### src/rtl/csa_pipe_adder_pkg.sv
`default_nettype none
// ============================================================================
// Module   : csa_pipe_adder_pkg
// Purpose  : Shared sizing helpers for the pipelined carry-save adder.
//            out_width() gives the output width that can hold the sum of N
//            full-scale operands, seg_width() the per-stage CPA slice width,
//            latency() the accept-to-valid_o distance in clock edges.
// Ports    : none (package)
// Revision : 1.0 - initial release
// ============================================================================
package csa_pipe_adder_pkg;

    // Ceiling log2; clog2(1) = 0, clog2(2) = 1, clog2(3) = 2, clog2(4) = 2.
    function automatic int clog2(input int value);
        int r;
        int v;
        r = 0;
        v = value - 1;
        while (v > 0) begin
            r = r + 1;
            v = v >> 1;
        end
        return r;
    endfunction

    // N operands of W bits sum to at most N*(2^W-1) < 2^(W+clog2(N)).
    function automatic int out_width(input int width, input int operands);
        return width + clog2(operands);
    endfunction

    function automatic int seg_width(input int ow, input int segments);
        return (ow + segments - 1) / segments;
    endfunction

    // One CSA stage plus one register per CPA segment.
    function automatic int latency(input int segments);
        return segments + 1;
    endfunction

endpackage : csa_pipe_adder_pkg
`default_nettype wire

### src/rtl/csa_pipe_adder_csa_row.sv
`default_nettype none
// ============================================================================
// Module   : csa_row
// Purpose  : One combinational 3:2 compressor row. Reduces three vectors to
//            a sum vector and a carry vector already shifted into position,
//            so a + b + c == s_o + c_o (modulo 2^WIDTH).
// Ports    : a_i, b_i, c_i  - addends
//            s_o            - bitwise sum
//            c_o            - majority carries, shifted left by one
// Revision : 1.0 - initial release
// ============================================================================
module csa_row #(
    parameter int WIDTH = 8
) (
    input  logic [WIDTH-1:0] a_i,
    input  logic [WIDTH-1:0] b_i,
    input  logic [WIDTH-1:0] c_i,
    output logic [WIDTH-1:0] s_o,
    output logic [WIDTH-1:0] c_o
);

    logic [WIDTH-1:0] w_maj;

    assign s_o   = a_i ^ b_i ^ c_i;
    assign w_maj = (a_i & b_i) | (a_i & c_i) | (b_i & c_i);
    // The dropped top carry bit is always zero: callers size WIDTH so the
    // true total never reaches 2^WIDTH.
    assign c_o   = w_maj << 1;

endmodule : csa_row
`default_nettype wire

### src/rtl/csa_pipe_adder.sv
`default_nettype none
// ============================================================================
// Module   : csa_pipe_adder
// Purpose  : Streaming multi-operand unsigned adder. Stage 0 reduces the
//            OPERANDS inputs to a sum/carry pair with a chain of 3:2 rows;
//            stages 1..SEGMENTS resolve that pair with a segmented
//            carry-propagate adder, one SEG_W slice per stage. The whole
//            pipe advances together under valid/ready flow control.
// Ports    : clk_i    - clock, rising edge
//            rst_ni   - asynchronous active-low reset
//            valid_i  - operand set present on ops_i
//            ready_o  - block accepts ops_i this cycle
//            ops_i    - operand k at [k*WIDTH +: WIDTH], unsigned
//            valid_o  - sum_o holds a result
//            ready_i  - consumer takes sum_o this cycle
//            sum_o    - exact sum, OW = WIDTH + clog2(OPERANDS) bits
// Revision : 1.0 - initial release
// ============================================================================
module csa_pipe_adder
    import csa_pipe_adder_pkg::*;
#(
    parameter  int WIDTH    = 64,
    parameter  int OPERANDS = 4,
    parameter  int SEGMENTS = 4,
    localparam int OW       = out_width(WIDTH, OPERANDS)
) (
    input  logic                      clk_i,
    input  logic                      rst_ni,
    input  logic                      valid_i,
    output logic                      ready_o,
    input  logic [OPERANDS*WIDTH-1:0] ops_i,
    output logic                      valid_o,
    input  logic                      ready_i,
    output logic [OW-1:0]             sum_o
);

    localparam int SEG_W = seg_width(OW, SEGMENTS);
    // Internal datapath is padded to a whole number of segments; the pad
    // bits are zero throughout, so the last segment behaves as a narrower one.
    localparam int PW    = SEG_W * SEGMENTS;

    // ------------------------------------------------------------------
    // Flow control: the pipe only holds when a result is waiting and the
    // consumer refuses it.
    // ------------------------------------------------------------------
    logic w_adv;
    assign w_adv   = ready_i | ~valid_o;
    assign ready_o = w_adv;

    // ------------------------------------------------------------------
    // Stage 0 combinational: zero-extend operands, 3:2 reduction chain.
    // Each row folds one more operand into the running (sum, carry) pair.
    // ------------------------------------------------------------------
    logic [PW-1:0] w_op    [OPERANDS];
    logic [PW-1:0] w_row_s [OPERANDS-1];
    logic [PW-1:0] w_row_c [OPERANDS-1];

    generate
        for (genvar k = 0; k < OPERANDS; k++) begin : g_op
            assign w_op[k] = PW'(ops_i[k*WIDTH +: WIDTH]);
        end
    endgenerate

    assign w_row_s[0] = w_op[0];
    assign w_row_c[0] = w_op[1];

    generate
        for (genvar r = 0; r < OPERANDS - 2; r++) begin : g_row
            csa_row #(
                .WIDTH (PW)
            ) u_row (
                .a_i (w_row_s[r]),
                .b_i (w_row_c[r]),
                .c_i (w_op[r+2]),
                .s_o (w_row_s[r+1]),
                .c_o (w_row_c[r+1])
            );
        end
    endgenerate

    // ------------------------------------------------------------------
    // Stage next-state values. Index k is what stage k would capture.
    // ------------------------------------------------------------------
    logic [PW-1:0] s_d  [SEGMENTS+1];
    logic [PW-1:0] c_d  [SEGMENTS+1];
    logic          cy_d [SEGMENTS+1];

    logic [PW-1:0]       s_q  [SEGMENTS];
    logic [PW-1:0]       c_q  [SEGMENTS];
    logic                cy_q [SEGMENTS];
    logic [SEGMENTS-1:0] v_q;
    logic [OW-1:0]       sum_q;
    logic                valid_q;

    assign s_d[0]  = w_row_s[OPERANDS-2];
    assign c_d[0]  = w_row_c[OPERANDS-2];
    assign cy_d[0] = 1'b0;

    // CPA segment k adds slice k-1 of the pair plus the carry left by the
    // previous segment. The finished slice overwrites the sum vector in
    // place, so s holds resolved low bits and still-pending high bits.
    generate
        for (genvar k = 1; k <= SEGMENTS; k++) begin : g_seg
            localparam int            LO       = (k - 1) * SEG_W;
            localparam logic [PW-1:0] SEG_MASK = PW'({SEG_W{1'b1}}) << LO;

            logic [SEG_W:0] w_add;

            assign w_add   = {1'b0, s_q[k-1][LO +: SEG_W]}
                           + {1'b0, c_q[k-1][LO +: SEG_W]}
                           + (SEG_W+1)'(cy_q[k-1]);
            assign s_d[k]  = (s_q[k-1] & ~SEG_MASK) | (PW'(w_add[SEG_W-1:0]) << LO);
            assign c_d[k]  = c_q[k-1] & ~SEG_MASK;
            assign cy_d[k] = w_add[SEG_W];
        end
    endgenerate

    // Carry out of the top segment and the leftover carry vector are zero
    // by construction; the upper pad bits of the final sum are also zero.
    logic w_unused;
    assign w_unused = ^{c_d[SEGMENTS], cy_d[SEGMENTS], s_d[SEGMENTS]};

    // ------------------------------------------------------------------
    // Datapath registers: no reset, loaded only when a valid set moves in,
    // so they never carry anything but real operand data.
    // ------------------------------------------------------------------
    always_ff @(posedge clk_i) begin
        if (w_adv && valid_i) begin
            s_q[0]  <= s_d[0];
            c_q[0]  <= c_d[0];
            cy_q[0] <= cy_d[0];
        end
        for (int k = 1; k < SEGMENTS; k++) begin
            if (w_adv && v_q[k-1]) begin
                s_q[k]  <= s_d[k];
                c_q[k]  <= c_d[k];
                cy_q[k] <= cy_d[k];
            end
        end
    end

    // ------------------------------------------------------------------
    // Valid chain and output register. sum_o only changes when a real
    // result arrives, so it stays bit-stable across bubbles and stalls.
    // ------------------------------------------------------------------
    always_ff @(posedge clk_i or negedge rst_ni) begin
        if (!rst_ni) begin
            v_q     <= '0;
            valid_q <= 1'b0;
            sum_q   <= '0;
        end else if (w_adv) begin
            v_q[0] <= valid_i;
            for (int k = 1; k < SEGMENTS; k++) begin
                v_q[k] <= v_q[k-1];
            end
            valid_q <= v_q[SEGMENTS-1];
            if (v_q[SEGMENTS-1]) begin
                sum_q <= s_d[SEGMENTS][OW-1:0];
            end
        end
    end

    assign valid_o = valid_q;
    assign sum_o   = sum_q;

endmodule : csa_pipe_adder
`default_nettype wire

### config.mk
export PLATFORM = sky130hd
export DESIGN_NAME = csa_pipe_adder
export DESIGN_NICKNAME = d
export VERILOG_FILES = /design/src/rtl/csa_pipe_adder_pkg.sv /design/src/rtl/csa_pipe_adder_csa_row.sv /design/src/rtl/csa_pipe_adder.sv
export SDC_FILE = /design/constraint.sdc
export NUM_CORES = 1
export LEC_CHECK = 0
export CAP_MARGIN = 20
export CELL_PAD_IN_SITES_DETAIL_PLACEMENT = 1
export CELL_PAD_IN_SITES_GLOBAL_PLACEMENT = 1
export CORE_MARGIN = 3
export CORE_UTILIZATION = 46
export DETAILED_ROUTE_END_ITERATION = 7
export PLACE_DENSITY = 0.81
export SYNTH_ARGS = -nofsm -noshare
export SYNTH_HDL_FRONTEND = slang
export SYNTH_SLANG_ARGS = --single-unit
### constraint.sdc
create_clock -name clk_i -period 5.4 [get_ports clk_i]
set_clock_uncertainty 0.15 [all_clocks]
set_input_delay 0.81 -clock clk_i [delete_from_list [all_inputs] [get_ports clk_i]]
set_output_delay 0.81 -clock clk_i [all_outputs]
set_load 0.01 [all_outputs]
==> metrics.log <==
INFO  metric status = finished, final reports clean
INFO  metric final-setup-viol-count = 0
INFO  metric grt_pass1_wl = 70000 um
INFO  metric worst_setup_slack_for_register_to_register_paths = 2320 ps
INFO  metric simple_gate_share_of_the_synthesized_area = about 2.7%
INFO  metric numCtsBuffers = between 40 and 50
INFO  metric critPathCaptureType = output port
INFO  metric pwr-share-clk = 25.1%
INFO  metric regToRegEndpoint = cy_q[2]$_DFFE_PP_
INFO  metric p_sw_share = around 30%
INFO  metric cap_viol_max_count = 0
INFO  metric maximum_clock_insertion_buffer_count = 3
INFO  metric synthesis.yosys.warnings = 0
INFO  metric p_seq_share = 45.3%
INFO  metric mean_routed_wirelength_per_cell = between 20 and 25 um
INFO  metric synth-edff-count = 420
INFO  metric syn-num-nets = 1576
INFO  metric fraction_of_registers_with_async_set_reset = 14.5%
INFO  metric place_hpwl = 33300 um
INFO  metric clock_tree_from_tritoncts = yes
INFO  metric clockRootBuffer = sky130_fd_sc_hd__clkbuf_16
INFO  metric dr.pass1.iters = 4
INFO  metric routed_wirelength = 45300 um
INFO  metric globalRouteTotalUtil = 19.3%
INFO  metric synth.area.mux_share = 3.10%
INFO  metric tightestPinTransition = 1060 ps
INFO  metric fp.dieW = 218 um
INFO  metric final_hold_viol_count = 0
INFO  metric uppermost_metal_layer_occupied_by_signal_nets = met4
INFO  metric worstPathArrival = 2290 ps
INFO  metric place_ws = 1960 ps
INFO  metric synth_cells = roughly 1100
INFO  metric per_instance_average_area_after_synthesis = around 19 um2
INFO  metric cp_data_required_time = 4440 ps
INFO  metric via_count = 10900
INFO  metric sequential_cell_area = roughly 14000 um2
INFO  metric drive_above_1_share = 10.0%
INFO  metric clkTransAtPathRegs = about 60 ps
INFO  metric nNetsFinal = 1951
INFO  metric synth_area = a little over 20000 um2
INFO  metric drtIter0Drc = roughly 540
INFO  metric multi_input_area = 6190 um2
INFO  metric syn2layout_area_growth = 27.8%
INFO  metric synth_fa_ha_area_share = between 10% and 20%
INFO  metric initial_utilization = 46.8%
INFO  metric synth-seq-area-share = between 60% and 70%
INFO  metric grt_max_degree = between 80 and 90
INFO  metric max_fanout_on_critical_path = 11
INFO  metric grt_remaining_overflow = 0
INFO  metric netlist.top_cell.by_area = sky130_fd_sc_hd__edfxtp_1
INFO  metric dieArea = 47600 um2
INFO  metric net-switching-power = 4100 uW
INFO  metric synth-main-ff-cell = sky130_fd_sc_hd__edfxtp_1
INFO  metric grt_pass1_vias = 12600
INFO  metric detail_route.vias_per_cell = 5.11
INFO  metric worst_r2r_path_depth = 7
INFO  metric post_synth_top_cells = 420 x sky130_fd_sc_hd__edfxtp_1, 134 x sky130_fd_sc_hd__fa_1, 71 x sky130_fd_sc_hd__dfrtp_1, 62 x sky130_fd_sc_hd__ha_1, 57 x sky130_fd_sc_hd__mux2_2
INFO  metric rsz_0062_raised_after_global_routing = false
INFO  metric synth-seq-cells = 491
INFO  metric drt.antenna.violating_nets = 0
INFO  metric fillers = about 4000
INFO  metric worst_setup_path_category = input pin to output port
INFO  metric finalWeightedCongestion = 0.798
INFO  metric finalHoldWorstSlack = 14.4 ps
INFO  metric internal-power = a little under 10000 uW
INFO  metric route.met3.wl = 2210 um
INFO  metric yosysMostFrequentCell = sky130_fd_sc_hd__edfxtp_1
INFO  metric max_slew_headroom_at_the_worst_pin = 29.2%
INFO  metric cts_hold_buf = 0
INFO  metric clock_tree.htree_level_count = 2
INFO  metric power.density = 523 nW/um2
INFO  metric io_buffer_count = 327
INFO  metric synth_top_family_by_area = adder cells
INFO  metric wl_met2 = 25300 um
INFO  metric grt_antenna_before_repair = 1
INFO  metric wl_met1 = 16600 um
INFO  metric leakage = just under 0.01 uW
INFO  metric final_critical_path_setup_slack = 2150 ps
INFO  metric clock-sinks = 491
INFO  metric netlist.area_leader.share = 60.9%
INFO  metric post-route-min-period = 3250 ps
INFO  metric period_utilization = 60.1%
INFO  metric synth_compound_gate_area_share = under 10%
INFO  metric core_area = 44300 um2
INFO  metric xor_xnor_portion_of_the_synthesized_cell_area = about 2%
INFO  metric total_setup_buffers_inserted_after_cts = 0
INFO  metric die_y = 218 um
INFO  metric peakVddDrop = 0.000392 V
INFO  metric drc = 0
INFO  metric postCtsResizedCells = 0
INFO  metric timing.final.max_slew_violations = 0
INFO  metric timing.rr.start = s_q[1][18]$_DFFE_PP_
INFO  metric dominant_cells_by_area_after_synthesis = sky130_fd_sc_hd__edfxtp_1 61%, sky130_fd_sc_hd__fa_1 13%, sky130_fd_sc_hd__dfrtp_1 8.6%
INFO  metric fin_setup_tns = 0 ps
INFO  metric synth_cell_types = 51
INFO  metric hold_path.class = input pin to asynchronous set/reset pin
INFO  metric fp-row-count = 77
INFO  metric power_frac_comb = roughly 30%
INFO  metric boundaryPins = 328
INFO  metric setup.worst_path.start_class = input pin
INFO  metric worstSkewPairLatency = 580 ps
INFO  metric maximum_achievable_frequency = around 0.31 GHz
registers in the layout, indices dropped and copies added (netlist names):
| name | flops |
|---|---|
| c_q | 157 |
| v_q | 4 |
| cy_q | 3 |
| valid_o | 1 |
| sum_o | 66 |
| s_q | 260 |
logic make-up after synthesis:
family	Yosys count
flops	491
fa+ha+maj	196
compound gates	171
simple gates	115
mux	57
xor+xnor	47
buf+inv	43
stage by stage:
stage               total power (uW)  cell area [um2]  util, %  std cells
floorplan                       8590            20700        -       1120
global placement               10100            24800     55.9       2034
detailed placement             10400            24800     55.9       2034
CTS                            14000            26400     59.6       2124
global route                   14600            26500     59.8       2127
finish                         13800            26500     59.8       2129
worst max-delay path, cell delays in order:
cell	delay, ps
sky130_fd_sc_hd__clkdlybuf4s50_1	440
sky130_fd_sc_hd__nand2b_1	400
sky130_fd_sc_hd__clkdlybuf4s50_1	630
power groups by stage:
stage	combinational (uW)	clock [uW]	sequential [uW]
CTS	4140	3570	6310
global placement	3830	0	6260
detailed placement	4080	0	6370
global route	4500	3730	6390
finish	4090	3480	6280
floorplan	2270	0	6320
layout make-up:
type / count / area share (%)
Multi-Input combinational cell: 586 / 23.4
Clock buffer: 64 / 5.07
Timing Repair Buffer: 334 / 12.7
Inverter: 33 / 0.468
Sequential cell: 491 / 54.3
Antenna cell: 3 / 0.0283
Clock inverter: 26 / 1.22
Tap cell: 592 / 2.80
how the worst max path moves through the flow:
stage          slack [ps]              endpoint  startpoint  cells past startpoint
2_1_floorplan         470  c_q[0][10]$_DFFE_PP_     ready_i                      3
3_5_place_dp         1960  s_q[1][24]$_DFFE_PP_     ready_i                      4
6_report             2150               ready_o     ready_i                      3
3_3_place_gp         2090  s_q[1][23]$_DFFE_PP_     ready_i                      4
5_1_grt              2080               ready_o     ready_i                      3
4_1_cts              2150               ready_o     ready_i                      3
layer usage:
metal / GRT usage, % / vias to the layer above
met4: 6.04 / 0
met3: 3.49 / 71
met2: 37.3 / 257
li1: - / 4952
met1: 21.5 / 5607
met5: 0 / -
layout by cell type, fill, tap and decap left out, types with 9 or more instances in the layout:
cell | synthesis | final
sky130_fd_sc_hd__xor2_1 | 15 | 15
sky130_fd_sc_hd__edfxtp_1 | 420 | 420
sky130_fd_sc_hd__clkbuf_16 | 0 | 50
sky130_fd_sc_hd__a31oi_1 | 9 | 9
sky130_fd_sc_hd__nor2_1 | 27 | 27
sky130_fd_sc_hd__clkdlybuf4s50_1 | 0 | 326
sky130_fd_sc_hd__ha_1 | 62 | 62
sky130_fd_sc_hd__xnor2_1 | 32 | 32
sky130_fd_sc_hd__a21oi_1 | 47 | 47
sky130_fd_sc_hd__o21ai_0 | 31 | 31
sky130_fd_sc_hd__dfrtp_1 | 71 | 71
sky130_fd_sc_hd__clkbuf_1 | 6 | 10
sky130_fd_sc_hd__o21a_1 | 16 | 16
sky130_fd_sc_hd__a21o_1 | 16 | 16
sky130_fd_sc_hd__fa_1 | 134 | 134
sky130_fd_sc_hd__nand2b_1 | 13 | 13
sky130_fd_sc_hd__clkinv_2 | 0 | 11
sky130_fd_sc_hd__mux2_2 | 57 | 57
sky130_fd_sc_hd__nand2_1 | 34 | 33
sky130_fd_sc_hd__inv_1 | 33 | 33
No activity file was read; power rests on OpenSTA's default activity.
